==> src/rtl/jk_pkg.sv <==
// Shared jkff definitions: {j,k} operation codes, sequencer FSM states and
// the flip-flop next-state function.
package jk_pkg;

  localparam logic [1:0] JK_HOLD   = 2'b00;
  localparam logic [1:0] JK_RESET  = 2'b01;
  localparam logic [1:0] JK_SET    = 2'b10;
  localparam logic [1:0] JK_TOGGLE = 2'b11;

  typedef enum logic {
    IDLE = 1'b0,
    RUN  = 1'b1
  } seq_state_t;

  // Next q of a jkff given its current q and {j,k}
  function automatic logic jk_next(input logic q, input logic j, input logic k);
    logic q_n;
    q_n = q;
    case ({j, k})
      JK_SET:    q_n = 1'b1;
      JK_RESET:  q_n = 1'b0;
      JK_TOGGLE: q_n = ~q;
      default:   q_n = q;
    endcase
    return q_n;
  endfunction

endpackage

==> src/rtl/jk_cmd_sequencer_if.sv <==
// Command handshake between a command source and jk_cmd_sequencer.
interface jk_cmd_sequencer_if #(
  parameter int unsigned LEN_W = 4
);
  logic             cmd_valid;
  logic             cmd_ready;
  logic [1:0]       cmd_op;
  logic [LEN_W-1:0] cmd_len;

  modport master (output cmd_valid, cmd_op, cmd_len, input  cmd_ready);
  modport slave  (input  cmd_valid, cmd_op, cmd_len, output cmd_ready);
endinterface

==> src/rtl/jk_cmd_fifo.sv <==
// Synchronous command FIFO; pushes while full and pops while empty are ignored.
module jk_cmd_fifo #(
  parameter int unsigned DEPTH = 4,
  parameter int unsigned W     = 6
) (
  input  logic                     clk,
  input  logic                     rst,
  input  logic                     push,
  input  logic [W-1:0]             din,
  input  logic                     pop,
  output logic [W-1:0]             dout,
  output logic                     full,
  output logic                     empty,
  output logic [$clog2(DEPTH):0]   count
);
  localparam int unsigned AW = $clog2(DEPTH);
  localparam int unsigned CW = AW + 1;

  logic [W-1:0]  mem [DEPTH];
  logic [AW-1:0] wr_ptr;
  logic [AW-1:0] rd_ptr;
  logic [CW-1:0] cnt_q;
  logic          push_ok;
  logic          pop_ok;

  assign full    = (cnt_q == CW'(DEPTH));
  assign empty   = (cnt_q == '0);
  assign count   = cnt_q;
  assign dout    = mem[rd_ptr];
  assign push_ok = push && !full;
  assign pop_ok  = pop && !empty;

  always_ff @(posedge clk) begin
    if (push_ok) mem[wr_ptr] <= din;
  end

  // Pointers wrap naturally since DEPTH is a power of two
  always_ff @(posedge clk or posedge rst) begin
    if (rst) begin
      wr_ptr <= '0;
      rd_ptr <= '0;
      cnt_q  <= '0;
    end else begin
      if (push_ok) wr_ptr <= wr_ptr + AW'(1);
      if (pop_ok)  rd_ptr <= rd_ptr + AW'(1);
      case ({push_ok, pop_ok})
        2'b10:   cnt_q <= cnt_q + CW'(1);
        2'b01:   cnt_q <= cnt_q - CW'(1);
        default: cnt_q <= cnt_q;
      endcase
    end
  end
endmodule

==> src/rtl/jk_cmd_sequencer.sv <==
// Queues {op,len} commands and drives jkff j/k for len clocks each, tracking expected q.
// Optional q_obs/err self-check is built when JK_SEQ_CHECK_EN is defined.
module jk_cmd_sequencer
  import jk_pkg::*;
#(
  parameter int unsigned DEPTH = 4,
  parameter int unsigned LEN_W = 4
) (
  input  logic                   clk,
  input  logic                   rst,
  jk_cmd_sequencer_if.slave      cmd,
  output logic                   j,
  output logic                   k,
  output logic                   done,
  output logic                   busy,
  output logic [$clog2(DEPTH):0] fifo_cnt,
  output logic                   q_model
`ifdef JK_SEQ_CHECK_EN
  ,
  input  logic                   q_obs,
  output logic                   err
`endif
);
  localparam int unsigned FW = 2 + LEN_W;

  seq_state_t       state_q, state_d;
  logic [LEN_W-1:0] rem_q, rem_d;
  logic             j_d, k_d, done_d, q_model_d;
  logic             pop;
  logic             full, empty;
  logic [FW-1:0]    head;
  logic [1:0]       head_op;
  logic [LEN_W-1:0] head_len;

  jk_cmd_fifo #(.DEPTH(DEPTH), .W(FW)) u_fifo (
    .clk   (clk),
    .rst   (rst),
    .push  (cmd.cmd_valid),
    .din   ({cmd.cmd_op, cmd.cmd_len}),
    .pop   (pop),
    .dout  (head),
    .full  (full),
    .empty (empty),
    .count (fifo_cnt)
  );

  assign head_op       = head[FW-1:LEN_W];
  assign head_len      = head[LEN_W-1:0];
  assign cmd.cmd_ready = !full;
  assign busy          = (state_q == RUN) || !empty;

  always_ff @(posedge clk or posedge rst) begin
    if (rst) begin
      state_q <= IDLE;
      rem_q   <= '0;
      j       <= 1'b0;
      k       <= 1'b0;
      done    <= 1'b0;
      q_model <= 1'b0;
    end else begin
      state_q <= state_d;
      rem_q   <= rem_d;
      j       <= j_d;
      k       <= k_d;
      done    <= done_d;
      q_model <= q_model_d;
    end
  end

  // Zero-length commands are popped and dropped; a loaded command drives len clocks
  always_comb begin
    state_d   = state_q;
    rem_d     = rem_q;
    j_d       = j;
    k_d       = k;
    pop       = 1'b0;
    q_model_d = jk_next(q_model, j, k);
    case (state_q)
      IDLE: begin
        j_d = 1'b0;
        k_d = 1'b0;
        if (!empty) begin
          pop = 1'b1;
          if (head_len != '0) begin
            {j_d, k_d} = head_op;
            rem_d      = head_len - LEN_W'(1);
            state_d    = RUN;
          end
        end
      end
      RUN: begin
        if (rem_q != '0) begin
          rem_d = rem_q - LEN_W'(1);
        end else begin
          pop = !empty;
          if (!empty && head_len != '0) begin
            {j_d, k_d} = head_op;
            rem_d      = head_len - LEN_W'(1);
          end else begin
            j_d     = 1'b0;
            k_d     = 1'b0;
            state_d = IDLE;
          end
        end
      end
      default: state_d = IDLE;
    endcase
    done_d = (state_d == RUN) && (rem_d == '0);
  end

`ifdef JK_SEQ_CHECK_EN
  // Sticky mismatch flag between the observed flip-flop and the model
  always_ff @(posedge clk or posedge rst) begin
    if (rst)                    err <= 1'b0;
    else if (q_obs != q_model)  err <= 1'b1;
  end
`endif
endmodule

==> src/flat_wrapper.sv <==
// flat-port wrapper written by rule: the top's interface ports become plain ports
module jk_cmd_sequencer_flat import jk_pkg::*;
#(
  parameter int unsigned DEPTH = 4,
  parameter int unsigned LEN_W = 4
)
  (clk, rst, j, k, done, busy, fifo_cnt, q_model, cmd_cmd_valid, cmd_cmd_op, cmd_cmd_len, cmd_cmd_ready);
  jk_cmd_sequencer_if #(.LEN_W(LEN_W)) cmd_i ();
  input  logic clk;
  input  logic rst;
  output logic j;
  output logic k;
  output logic done;
  output logic busy;
  output logic [$clog2(DEPTH):0] fifo_cnt;
  output logic q_model;
  input wire logic [$bits(cmd_i.cmd_valid)-1:0] cmd_cmd_valid;
  input wire logic [$bits(cmd_i.cmd_op)-1:0] cmd_cmd_op;
  input wire logic [$bits(cmd_i.cmd_len)-1:0] cmd_cmd_len;
  output wire logic [$bits(cmd_i.cmd_ready)-1:0] cmd_cmd_ready;
  assign cmd_i.cmd_valid = cmd_cmd_valid;
  assign cmd_i.cmd_op = cmd_cmd_op;
  assign cmd_i.cmd_len = cmd_cmd_len;
  assign cmd_cmd_ready = cmd_i.cmd_ready;
  jk_cmd_sequencer #(.DEPTH(DEPTH), .LEN_W(LEN_W)) u_core (.clk(clk), .rst(rst), .cmd(cmd_i), .j(j), .k(k), .done(done), .busy(busy), .fifo_cnt(fifo_cnt), .q_model(q_model));
endmodule
==> config.mk <==
export PLATFORM = sky130hd
export DESIGN_NAME = jk_cmd_sequencer_flat
export DESIGN_NICKNAME = d
export VERILOG_FILES = /design/src/rtl/jk_pkg.sv /design/src/rtl/jk_cmd_sequencer_if.sv /design/src/rtl/jk_cmd_fifo.sv /design/src/rtl/jk_cmd_sequencer.sv /design/src/flat_wrapper.sv
export SDC_FILE = /design/constraint.sdc
export NUM_CORES = 1
export LEC_CHECK = 0
export ABC_CLOCK_PERIOD_IN_PS = 6570
export BUFFER_PORTS_ARGS = -buffer_cell sky130_fd_sc_hd__buf_4
export CORE_UTILIZATION = 45
export DETAILED_ROUTE_END_ITERATION = 16
export PLACE_DENSITY = 0.65
export SYNTH_ARGS = -nofsm -noshare
export SYNTH_HDL_FRONTEND = slang
export SYNTH_SLANG_ARGS = --single-unit
==> constraint.sdc <==
create_clock -name clk -period 6.57 [get_ports clk]
set_input_delay 0.9855 -clock clk [delete_from_list [all_inputs] [get_ports clk]]
set_output_delay 0.9855 -clock clk [all_outputs]
set_load 0.005 [all_outputs]
==> run_results.csv <==
group,metric,value,unit
cells_and_area,final_cell_mix,"24 x edfxtp_1, 17 x buf_4, 16 x dfrtp_1",
clock_tree,post-cts-setup-buffers,0,
setup_path,cp_top_family,"adder cells",
logic_synthesis,ys.flop_type,"edfxtp_1",
route,dr_wl_met2,1380,um
setup_path,crit_chain,"inv_1 -> ha_1 -> or3b_1 -> a21oi_2 -> ha_1 -> inv_1 -> fa_1 -> xor2_1 -> nor2_1 -> xor2_1",
timing,rsz0062_at_grt,"no",
min_path,worstHoldStart,"u_core.k",
setup_path,timing.rr.start,"u_core.rem_q[0]",
global_routing,antenna_found_initial,0,
min_path,hold_end,"u_core.q_model",
setup_path,worst_setup_path_end_kind,"register",
global_routing,grt_max_degree,17,
floorplanning,die-area,4280,sq um
clock_tree,cts_tree,"built",
clock_tree,cts_root_buf,"clkbuf_8",
timing,slew_headroom,58.4,%
clock_tree,clk_path_buf_depth,2,
setup_path,start_kind,"register",
timing,hold_viol_final,0,
timing,skew,0.00522,ns
logic_synthesis,synth_compound_area_share,5.26,%
setup_path,crit_fanout,7,
placed_design,routabilityCongestion,0.753,
route,wirelength,2930,um
logic_synthesis,synth_xor_area_share,3.39,%
route,top_layer_used,"met4",
logic_synthesis,synth-edff-count,24,
clock_tree,numCtsBuffers,5,
global_routing,grt_pass1_vias,1072,
setup_path,rrSetupSlack,3.94,ns
clock_tree,cts.sinks,40,
route,drt-pass1-iter-count,4,
clock_tree,cts.clk_slew.worst_paths,0.08,ns
global_routing,grt_usage,16.4,%
setup_path,max_stage_delay,0.43,ns
logic_synthesis,yosysSeqAreaShare,62.0,%
job,maxCapViolations,0,
route,drtIter0Drc,72,
timing,fmax,380,MHz
floorplanning,row_count,22,
logic_synthesis,synthCells,128,
floorplanning,num_io_pins,18,
cells_and_area,final_core_util,54.9,%
setup_path,ff2ff_path_depth,10,
placed_design,port_buffers,17,
route,wl_met1,1420,um
cells_and_area,fin_nets,168,
placed_design,place_hpwl,2160,um
logic_synthesis,synthAdderAreaFrac,6.64,%
logic_synthesis,yosys.area_share.simple,10.2,%
route,drc,0,
setup_path,critPathKind,"register to register",
route,vias,1026,
clock_tree,h-tree-depth,2,
setup_path,cp.required,6.79,ns
floorplanning,core_area,3770,sq um
clock_tree,clock_latency,0.29,ns
setup_path,slowest_stage,"dfrtp_1",
timing,holdWs,0.472,ns
min_path,hold_depth,1,
route,drtAntennaViolNets,0,
cells_and_area,nFillCells,319,
timing,setup_ws,3.94,ns
timing,finalCritPeriodShare,40.0,%
route,wl_met3,105,um
cells_and_area,diodes,0,
route,wl_per_cell,14.7,um
logic_synthesis,ys_warn_count,0,
route,viasPerCell,5.16,
clock_tree,cts_resized,0,
global_routing,grt_overflow_total,0,
logic_synthesis,synth_top_family_by_area,"simple AND/OR/NAND/NOR gates",
setup_path,r2r-end,"u_core.u_fifo.count[2]",
cells_and_area,layout-drive-gt1-share,21.9,%
power,vdd_drop_max,0.000207,V
setup_path,critical_path_buf_inv_count,2,
power,power.density,455,nW/um^2
floorplanning,die_w,65.4,um
timing,worst_pin_slew,0.623,ns
floorplanning,initial_core_util,48.0,%
logic_synthesis,synth_nets,146,
timing,finalSetupViolCount,0,
logic_synthesis,synth_area,1810,sq um
logic_synthesis,synthMuxAreaShare,9.20,%
floorplanning,fp.dieH,65.4,um
logic_synthesis,syn_area_per_cell,14.1,sq um
cells_and_area,area_delta_synth_final,14.4,%
global_routing,grt_pass1_wl,5000,um
power,total_power,0.000942,W
power,leakage,0.838,nW
run_status,status,"complete, no violations",
cells_and_area,mostFrequentLayoutCell,"edfxtp_1",
placed_design,dp_slack,3.96,ns
clock_tree,cts_hold_buf,0,
logic_synthesis,synth_seq_cells,40,
min_path,min-delay-path-class,"register to register",
timing,setup_tns,0,ns
logic_synthesis,synth_cell_type_count,34,
timing,slew_viol_final,0,
logic_synthesis,synthArstFlopShare,40.0,%
setup_path,critical_path_arrival,2.85,ns
timing,period_needed,2.63,ns
==> worst register-to-register path, stage by stage (launching register included) <==
cell     delay (ns)
dfrtp_1        0.43
inv_1          0.10
ha_1           0.16
or3b_1         0.40
a21oi_2        0.36
ha_1           0.26
inv_1          0.06
fa_1           0.37
xor2_1         0.15
nor2_1         0.12
xor2_1         0.16
==> area by class of cell <==
type	instances	area, sq um	share of cell area, %
clock inverters	3	18.8	0.907
inverters	12	45.0	2.18
flip-flops and latches	40	1120	54.2
clock buffers	5	68.8	3.33
repair buffers	17	128	6.17
well taps	48	60.1	2.90
multi-input cells	74	628	30.4
==> metrics by stage <==
step / area (sq um) / instances
global route: 2070 / 199
detailed placement: 1980 / 191
CTS: 2070 / 199
finish: 2070 / 199
floorplan: 1810 / 128
global placement: 1980 / 191
==> sequential cells by signal, indices dropped and copies added (netlist names) <==
name	flops
u_core.done	1
u_core.u_fifo.rd_ptr	2
u_core.u_fifo.wr_ptr	2
u_core.q_model	1
u_core.u_fifo.count	3
u_core.rem_q	4
u_core.j	1
u_core.u_fifo.mem	24
u_core.k	1
u_core.state_q	1
==> how the worst max path moves through the flow <==
| stage | start | end | slack (ns) | cells after the start |
|---|---|---|---|---|
| global placement | u_core.u_fifo.rd_ptr[0] | u_core.rem_q[0] | 4.08 | 8 |
| detailed placement | u_core.rem_q[0] | u_core.u_fifo.count[2] | 3.96 | 10 |
| floorplan | u_core.rem_q[0] | u_core.u_fifo.count[2] | 4.18 | 10 |
| finish | u_core.rem_q[0] | u_core.u_fifo.count[2] | 3.94 | 10 |
| global route | u_core.rem_q[0] | u_core.u_fifo.count[2] | 3.74 | 10 |
| CTS | u_core.rem_q[0] | u_core.u_fifo.count[2] | 3.95 | 10 |
==> cells in the mapped netlist (all sizes together) (2+ instances only) <==
| library cell | number | area (sq um) |
|---|---|---|
| inv | 12 | 45.0 |
| a21oi | 3 | 18.8 |
| ha | 8 | 100 |
| dfrtp | 16 | 400 |
| xnor2 | 4 | 35.0 |
| mux4 | 6 | 135 |
| o21ai | 7 | 35.0 |
| nand3 | 2 | 10.0 |
| edfxtp | 24 | 721 |
| and2 | 2 | 12.5 |
| xor2 | 3 | 26.3 |
| nand2 | 11 | 41.3 |
| nor3 | 3 | 15.0 |
| nor2 | 4 | 15.0 |
| and3 | 5 | 31.3 |
| mux2i | 2 | 20.0 |
==> cells by family after synthesis <==
group	Yosys count
muxes	9
and+or+nand+nor	35
adders and majority gates	9
DFF	40
xor gates and xnor gates	7
buffers and inverters	14
AOI/OAI and AO/OA	14
==> metal layers <==
metal  GRT usage (%)  up-vias
li1                -      504
met5               0        -
met3            6.25        4
met2            25.8       23
met4            5.43        0
met1            20.7      495
==> where the power goes <==
part	switching, W	internal, W
Combinational	0.000188	0.000181
Clock	0.0000840	0.0000732
Sequential	0.0000666	0.000350
Power figures use the tool's default switching activity.
